<file path="src/rtl/mips_cpu_state_sequencer.sv">
// mips_cpu_state_sequencer
// Multicycle phase sequencer feeding the controller's 3-bit state input.
// Phases: 0 IDLE, 1 FETCH, 2 DECODE, 3 EXEC1, 4 EXEC2, 5 HALT.
//
// Ports:
//   clk, reset        clock, synchronous active-high reset
//   waitrequest       Avalon memory stall
//   memread/memwrite  controller memory strobes for the current phase
//   threecycle        controller: instruction retires in EXEC1
//   pc_zero           datapath: next fetch address is 0 (halt condition)
//   state             current phase
//   active            registered, 1 while executing (phases 1..4)
//   stall             combinational hold of the current phase
//   instr_count       retired instructions (perf build only, else 0)
//   cycle_count       active cycles, stalls included (perf build only, else 0)
//
// Optional feature macro: MIPS_CPU_PERF_COUNTERS_EN builds the counters.
module mips_cpu_state_sequencer #(
  parameter int COUNT_WIDTH = 32
) (
  input  logic                   clk,
  input  logic                   reset,
  input  logic                   waitrequest,
  input  logic                   memread,
  input  logic                   memwrite,
  input  logic                   threecycle,
  input  logic                   pc_zero,
  output logic [2:0]             state,
  output logic                   active,
  output logic                   stall,
  output logic [COUNT_WIDTH-1:0] instr_count,
  output logic [COUNT_WIDTH-1:0] cycle_count
);

  typedef enum logic [2:0] {
    S_IDLE   = 3'd0,
    S_FETCH  = 3'd1,
    S_DECODE = 3'd2,
    S_EXEC1  = 3'd3,
    S_EXEC2  = 3'd4,
    S_HALT   = 3'd5
  } state_t;

  state_t cur, nxt;
  logic   mem_phase;

  assign state = cur;

  // Only phases that can issue a bus access may be held by waitrequest.
  assign mem_phase = (cur == S_FETCH) || (cur == S_EXEC1) || (cur == S_EXEC2);
  assign stall     = (memread | memwrite) & waitrequest & mem_phase;

  always_comb begin
    nxt = S_IDLE;
    if (stall) nxt = cur;
    else begin
      case (cur)
        S_IDLE:   nxt = S_FETCH;
        S_FETCH:  nxt = S_DECODE;
        S_DECODE: nxt = S_EXEC1;
        S_EXEC1:  nxt = threecycle ? (pc_zero ? S_HALT : S_FETCH) : S_EXEC2;
        S_EXEC2:  nxt = pc_zero ? S_HALT : S_FETCH;
        S_HALT:   nxt = S_HALT;
        default:  nxt = S_IDLE;  // 6/7 recover to IDLE
      endcase
    end
  end

  always_ff @(posedge clk) begin
    if (reset) begin
      cur    <= S_IDLE;
      active <= 1'b0;
    end else begin
      cur    <= nxt;
      // active follows the phase being entered so it drops with HALT entry
      active <= (nxt == S_FETCH) || (nxt == S_DECODE) ||
                (nxt == S_EXEC1) || (nxt == S_EXEC2);
    end
  end

`ifdef MIPS_CPU_PERF_COUNTERS_EN
  logic retire;

  assign retire = !stall && (((cur == S_EXEC1) && threecycle) || (cur == S_EXEC2));

  // HALT has active=0 and no retire, so both counters freeze there.
  always_ff @(posedge clk) begin
    if (reset) begin
      instr_count <= '0;
      cycle_count <= '0;
    end else begin
      if (retire) instr_count <= instr_count + COUNT_WIDTH'(1);
      if (active) cycle_count <= cycle_count + COUNT_WIDTH'(1);
    end
  end
`else
  assign instr_count = '0;
  assign cycle_count = '0;
`endif

endmodule

</file>
<file path="config.mk">
export PLATFORM = sky130hd
export DESIGN_NAME = mips_cpu_state_sequencer
export DESIGN_NICKNAME = d
export VERILOG_FILES = /design/src/rtl/mips_cpu_state_sequencer.sv
export SDC_FILE = /design/constraint.sdc
export NUM_CORES = 1
export LEC_CHECK = 0
export ABC_AREA = 1
export CORE_MARGIN = 4
export CORE_UTILIZATION = 31
export DETAILED_ROUTE_END_ITERATION = 16
export HOLD_SLACK_MARGIN = 0.05
export PLACE_DENSITY = 0.93
export SYNTH_ARGS = -nofsm -noshare
export SYNTH_HDL_FRONTEND = slang
export SYNTH_SLANG_ARGS = --single-unit
</file>
<file path="constraint.sdc">
create_clock -name clk -period 1.21 [get_ports clk]
set_input_delay 0.1815 -clock clk [delete_from_list [all_inputs] [get_ports clk]]
set_output_delay 0.1815 -clock clk [all_outputs]
set_load 0.005 [all_outputs]
</file>
==> results of run 1 <==
what timing repair did:
item                                    CTS  global route
hold buffers                              0             0
pin swaps                                 7            11
hold endpoints to repair                  0             0
gates cloned                              0             0
endpoints found under the setup margin    5             4
resized for setup                        15            14
buffers inserted                          2             3
how the worst min path moves through the flow:
stage | endpoint | from | cells past startpoint
final | state[0] | reset | 2
after global routing | state[0] | reset | 2
after CTS | state[0] | reset | 2
after detailed placement | state[0] | state[0] | 5
after global placement | state[0] | state[0] | 5
after floorplan | state[0] | reset | 1
layer usage:
metal	share of wire	global-route usage	wire, um
met5	0	0	0
met3	0.15	0.01307	215
met1	0.25	0.05039	373
met4	0.0088	0.04854	13
met2	0.59	0.1123	877
state kept, by name, summed over array words and instances (netlist names):
name	count
state	3
active	1
where the power goes:
part | internal [mW] | switching, mW | leakage [nW]
clock network | 0.111 | 0.0612 | 0.0138
registers | 0.151 | 0.0101 | 0.0345
logic | 0.144 | 0.181 | 0.524
total | 0.406 | 0.252 | 0.572
cell type report:
class	count	area (um^2)	area share
flip-flops and latches	4	86.33	0.09718
well taps	30	37.54	0.04225
multi-input cells	112	485.5	0.5465
clock buffers	3	22.52	0.02535
repair buffers	26	224.0	0.2521
inverters	8	32.53	0.03662
kinds of logic (layout without fill, tap and decap cells):
group,count (synthesis),count (layout),share of synthesized area
buffers and inverters,73,37,0.6357
AOI/OAI and AO/OA,4,4,0.02896
other,1,64,0.004569
DFF,4,4,0.09756
and+or+nand+nor,44,44,0.2332
cell usage in the layout (no fill, tap or decap), types with 2 or more instances in the layout:
cell type,netlist,routed
buf_4,64,12
buf_6,1,3
clkbuf_4,0,3
clkdlybuf4s50_1,0,3
conb_1,1,64
dfxtp_2,0,2
dlygate4sd2_1,0,6
inv_1,6,4
inv_2,2,3
nand2_1,26,25
nand2_2,3,2
nand2_4,0,2
nand3_1,5,4
nor2_1,7,6
nor2_4,1,3
o21ai_0,3,2
==> reports/metrics.yaml, run 1 <==
critical_path:
  cpMostUsedCell: "nand2_1"
  slowest_delay_ns: 0.35
  cp.arrival_ns: 1.40
  start_kind: "flop"
  reg2reg_slack_ns: -0.007
  worstSetupPathType: "flop to flop"
  startpoint: "state[0]"
  path_depth: 10
  cp_max_fo: 7
  path_cells: "buf_6 > nand2_4 > nor2_4 > nand2_1 > nand2_1 > nand2_1 > nand2_1 > nand2_2 > buf_4 > inv_2"
  cp_num_buf_inv: 3
  rr_startpoint: "state[0]"
  rr_worst_depth: 10
  cp_top_family: "simple AND/OR/NAND/NOR gates"
  cp-end-kind: "flop"
  critPathSlowestCell: "dfxtp_2"
  endpoint: "state[2]"
  required_ns: 1.40
  r2r_end: "state[2]"
status:
  violations: "negative setup slack"
  run_status: "complete, but fails checks"
synthesis:
  ys_ff_latch: 4
  synth_common_cells: "buf_4 (64), nand2_1 (26), nor2_1 (7)"
  avgSynthCellArea_um2: 6.514
  synth.most_common_cell: "buf_4"
  synth.largest_area_cell: "buf_4"
  synth-seq-area-share: 0.09756
  ys.flop_type: "dfxtp_1"
  yosysWarnings: 0
  syn-instance-count: 126
  synth_top_area_share: 0.5854
  synth_edf_count: 0
  synthArstFlopShare: 0
  synth.distinct_cells: 14
  synth_area_leaders: "buf_4 (59%), nand2_1 (12%), dfxtp_1 (9.8%), nor2_1 (3.2%), nand3_1 (3.0%)"
  synth_area_um2: 820.8
finish:
  fin_nets: 162
  antenna_cells: 0
  post-route-util: 0.3554
  area_delta_synth_final_pct: 8.232
  drive_above_1_share: 0.2353
  n_fill_cell: 278
  stdcell_area_um2: 888.4
  final_cells: 183
timing:
  max_freq_mhz: 821.6
  hold_violations: 0
  setup_slack_ns: -0.007123
  whs_ns: 0.5282
  setup_viol: 2
  fin_crit_sh: 1.006
  fin_crit_ns: 1.217
  drv_slew: 0
  grt_setup_unrepaired: "yes"
  setup_tns_ns: -0.01314
  fin_skew_ns: 0.006322
global_routing:
  grt_usage: 0.05877
  grt-ovfl-total: 0
  grt_max_degree: 9
  antenna_found_initial: 0
  grt_pass1_vias: 411
  grt_pass1_wl_mm: 1.559
floorplan:
  die_y_um: 59.46
  start_util: 0.3283
  die-area_um2: 3535
  die_w_um: 59.46
  design.core.area_um2: 2500
  placementRows: 18
  io_pins: 76
placement:
  port_buffers: 11
  gp_congestion: 0.7276
  hpwl_mm: 1.120
  place_area_um2: 788.3
  dp_slack_ns: -0.4002
  dp_cells: 175
run:
  cap_violations: 0
drt:
  drtAntennaViolNets: 0
  drc: 0
  drtIter0Drc: 17
  drt-total-wl_mm: 1.481
  viasPerCell: 3.306
  num_vias: 605
  wire_per_inst_um: 8.093
  drtPass1Iterations: 5
power:
  ir_drop_mv: 0.2768
  finalPower_mw: 0.6580
  p_per_area_nw_per_um2: 740.7
  power.leakage_nw: 0.5723
clock_network:
  cts_tree: "built"
  cts_buffers: 3
  clock_path_buffers: 2
  clk-insertion-delay-late_ns: 0.24
  root_buffer: "clkbuf_4"
  cts.sinks: 4
  clk_pin_slew_ns: 0.04
  cts_htree_levels: 1
worst_hold_path:
  min_path_type: "input port to flop"
Note: power is estimated with default switching activity, not from simulation.
==> inputs of run 2 (changes only) <==
--- a/config.mk
+++ b/config.mk
@@ -10,6 +10,7 @@
 export CORE_UTILIZATION = 31
 export DETAILED_ROUTE_END_ITERATION = 16
 export HOLD_SLACK_MARGIN = 0.05
+export MAX_ROUTING_LAYER = met4
 export PLACE_DENSITY = 0.93
 export SYNTH_ARGS = -nofsm -noshare
 export SYNTH_HDL_FRONTEND = slang
==> results of run 2 <==
No change in the layout: final DEF, timing and power equal those of run 1.
Main changes from that run: final weighted congestion in routability-driven placement 0.7276 -> 0.7364; overall routing resource usage 0.05877 -> 0.06047
==> inputs of run 3 (changes only) <==
--- a/config.mk
+++ b/config.mk
@@ -15,3 +15,4 @@
 export SYNTH_ARGS = -nofsm -noshare
 export SYNTH_HDL_FRONTEND = slang
 export SYNTH_SLANG_ARGS = --single-unit
+export TNS_END_PERCENT = 20
==> reports/metrics.yaml, run 3 (synthesized netlist as in run 1, its figures left out) <==
status:
  run_status: "complete, but fails checks"
  violations: "negative setup slack"
critical_path:
  rr_worst_depth: 11  # +1
  path_cells: "clkdlybuf4s50_1 > inv_1 > nor2_4 > buf_4 > nand3_1 > nand2_1 > nand2_1 > nand2_1 > nand2_1 > nand2_1 > inv_1"
  reg2reg_slack_ns: -0.03  # -0.02 ns
  worstSetupPathType: "input port to flop"
  rr_startpoint: "state[0]"
  slowest_delay_ns: 0.47  # +0.12 ns
  cp.arrival_ns: 1.39  # about the same
  cp-end-kind: "flop"
  cp_top_family: "buffers and inverters"
  required_ns: 1.34  # -0.06 ns
  cp_num_buf_inv: 4  # +1
  r2r_end: "active"
  cpMostUsedCell: "nand2_1"
  critPathSlowestCell: "clkdlybuf4s50_1"
  start_kind: "input port"
  cp_max_fo: 3  # -4
timing:
  drv_slew: 0  # unchanged
  grt_setup_unrepaired: "yes"
  setup_viol: 2  # unchanged
  fin_crit_ns: 1.261  # +0.04433 ns
  setup_tns_ns: -0.06187  # -0.04873 ns
  fin_skew_ns: 0.005490  # -0.0008312 ns
  hold_violations: 0  # unchanged
  whs_ns: 0.5277  # -0.0005490 ns
  setup_slack_ns: -0.05146  # -0.04433 ns
  fin_crit_sh: 1.043  # +0.03664
  max_freq_mhz: 792.7  # -3.5%
worst_hold_path:
  min_path_type: "input port to flop"
  min_to: "state[0]"
  whs_path_depth: 2  # unchanged
  hold_path_startpoint: "reset"
power:
  power.leakage_nw: 0.5472  # -4.4%
  ir_drop_mv: 0.2372  # -14%
  p_clk_frac: 0.275  # +0.013
  switching_share: 0.3739  # -0.009069
  p_int_mw: 0.3838  # -5.5%
  p_switching_mw: 0.2291  # -9.1%
  p_seq_frac: 0.261  # +0.016
  p_per_area_nw_per_um2: 745.6  # +0.66%
  finalPower_mw: 0.6129  # -6.9%
  comb_power_share: 0.464  # -0.029
clock_network:
  root_buffer: "clkbuf_4"
  cts_tree: "built"
  clk_pin_slew_ns: 0.04  # about the same
  clock_path_buffers: 2  # unchanged
  cts.sinks: 4  # unchanged
  post-cts-setup-buffers: 0  # -2
  cts_htree_levels: 1  # unchanged
  clk-insertion-delay-late_ns: 0.24  # about the same
  cts_buffers: 3  # unchanged
  cts-hold-fix-buffers: 0  # unchanged
floorplan:
  start_util: 0.3283  # unchanged
  die-area_um2: 3535  # unchanged
  placementRows: 18  # unchanged
  io_pins: 76  # unchanged
  die_w_um: 59.46  # unchanged
  die_y_um: 59.46  # unchanged
  design.core.area_um2: 2500  # unchanged
finish:
  antenna_cells: 0  # unchanged
  largest_register_ffs: 3  # unchanged
  multi_input_area_um2: 462.9  # -4.6%
  stdcell_area_um2: 822.0  # -7.5%
  drive_above_1_share: 0.1892  # -0.04610
  final_cell_mix: "conb_1 (64), nand2_1 (26), buf_4 (11), nor2_1 (6), inv_1 (6)"
  final_common_cell: "conb_1"
  regArea_um2: 82.58  # -4.3%
  n_fill_cell: 275  # -1.1%
  fin_nets: 157  # -3.1%
  final_cells: 178  # -2.7%
  post-route-util: 0.3288  # -0.02653
  area_delta_synth_final_pct: 0.1524
placement:
  port_buffers: 11  # unchanged
  dp_cells: 175  # unchanged
  place_area_um2: 788.3  # unchanged
  gp_congestion: 0.7364
  dp_slack_ns: -0.4002  # unchanged
  hpwl_mm: 1.120  # unchanged
global_routing:
  grt_usage: 0.05680
  grt-ovfl-total: 0  # unchanged
  grt_max_degree: 10  # +1
  grt_pass1_wl_mm: 1.462  # -6.2%
  grt_pass1_vias: 386  # -6.1%
  antenna_found_initial: 0  # unchanged
drt:
  drtAntennaViolNets: 0  # unchanged
  viasPerCell: 3.236  # -2.1%
  drtPass1Iterations: 6  # +1
  drt-total-wl_mm: 1.277  # -14%
  drc: 0  # unchanged
  drtIter0Drc: 20  # +3
  num_vias: 576  # -4.8%
  wire_per_inst_um: 7.174  # -11%
run:
  cap_violations: 0  # unchanged
[run 3: worst max-delay path by stage]
stage                      from       end  depth (start not counted)
floorplan              state[1]    active                         10
global placement    waitrequest     stall                          6
detailed placement  waitrequest     stall                          6
CTS                    state[0]  state[0]                          2
global route        waitrequest    active                         11
finish              waitrequest    active                         11
[run 3: area by class of cell]
class / instances / area share
sequential: 4 / 0.1005
clock buffer: 3 / 0.02740
tap: 30 / 0.04566
timing repair buffer: 21 / 0.2237
inverter: 8 / 0.03957
multi-input combinational: 112 / 0.5632
[run 3: routing by layer]
layer  vias up  routed length, um  global-route usage
met5         -                  0                   -
met4         0                 12             0.04854
met3         2                222             0.01307
met2        45                691              0.1014
met1       234                351             0.04910
li1        295                  -                   -
[run 3: power by group through the flow]
stage	combinational (mW)	sequential [mW]	clock, mW
3_5_place_dp	0.282	0.162	0
6_report	0.284	0.160	0.169
3_3_place_gp	0.278	0.162	0
2_1_floorplan	0.305	0.170	0
5_1_grt	0.321	0.163	0.186
4_1_cts	0.279	0.161	0.172
[run 3: what timing repair did]
| item | CTS | global route |
|---|---|---|
| pin swaps | 1 | 2 |
| cloned | 0 | 0 |
| endpoints found under the setup margin | 5 | 5 |
| resized for setup | 6 | 8 |
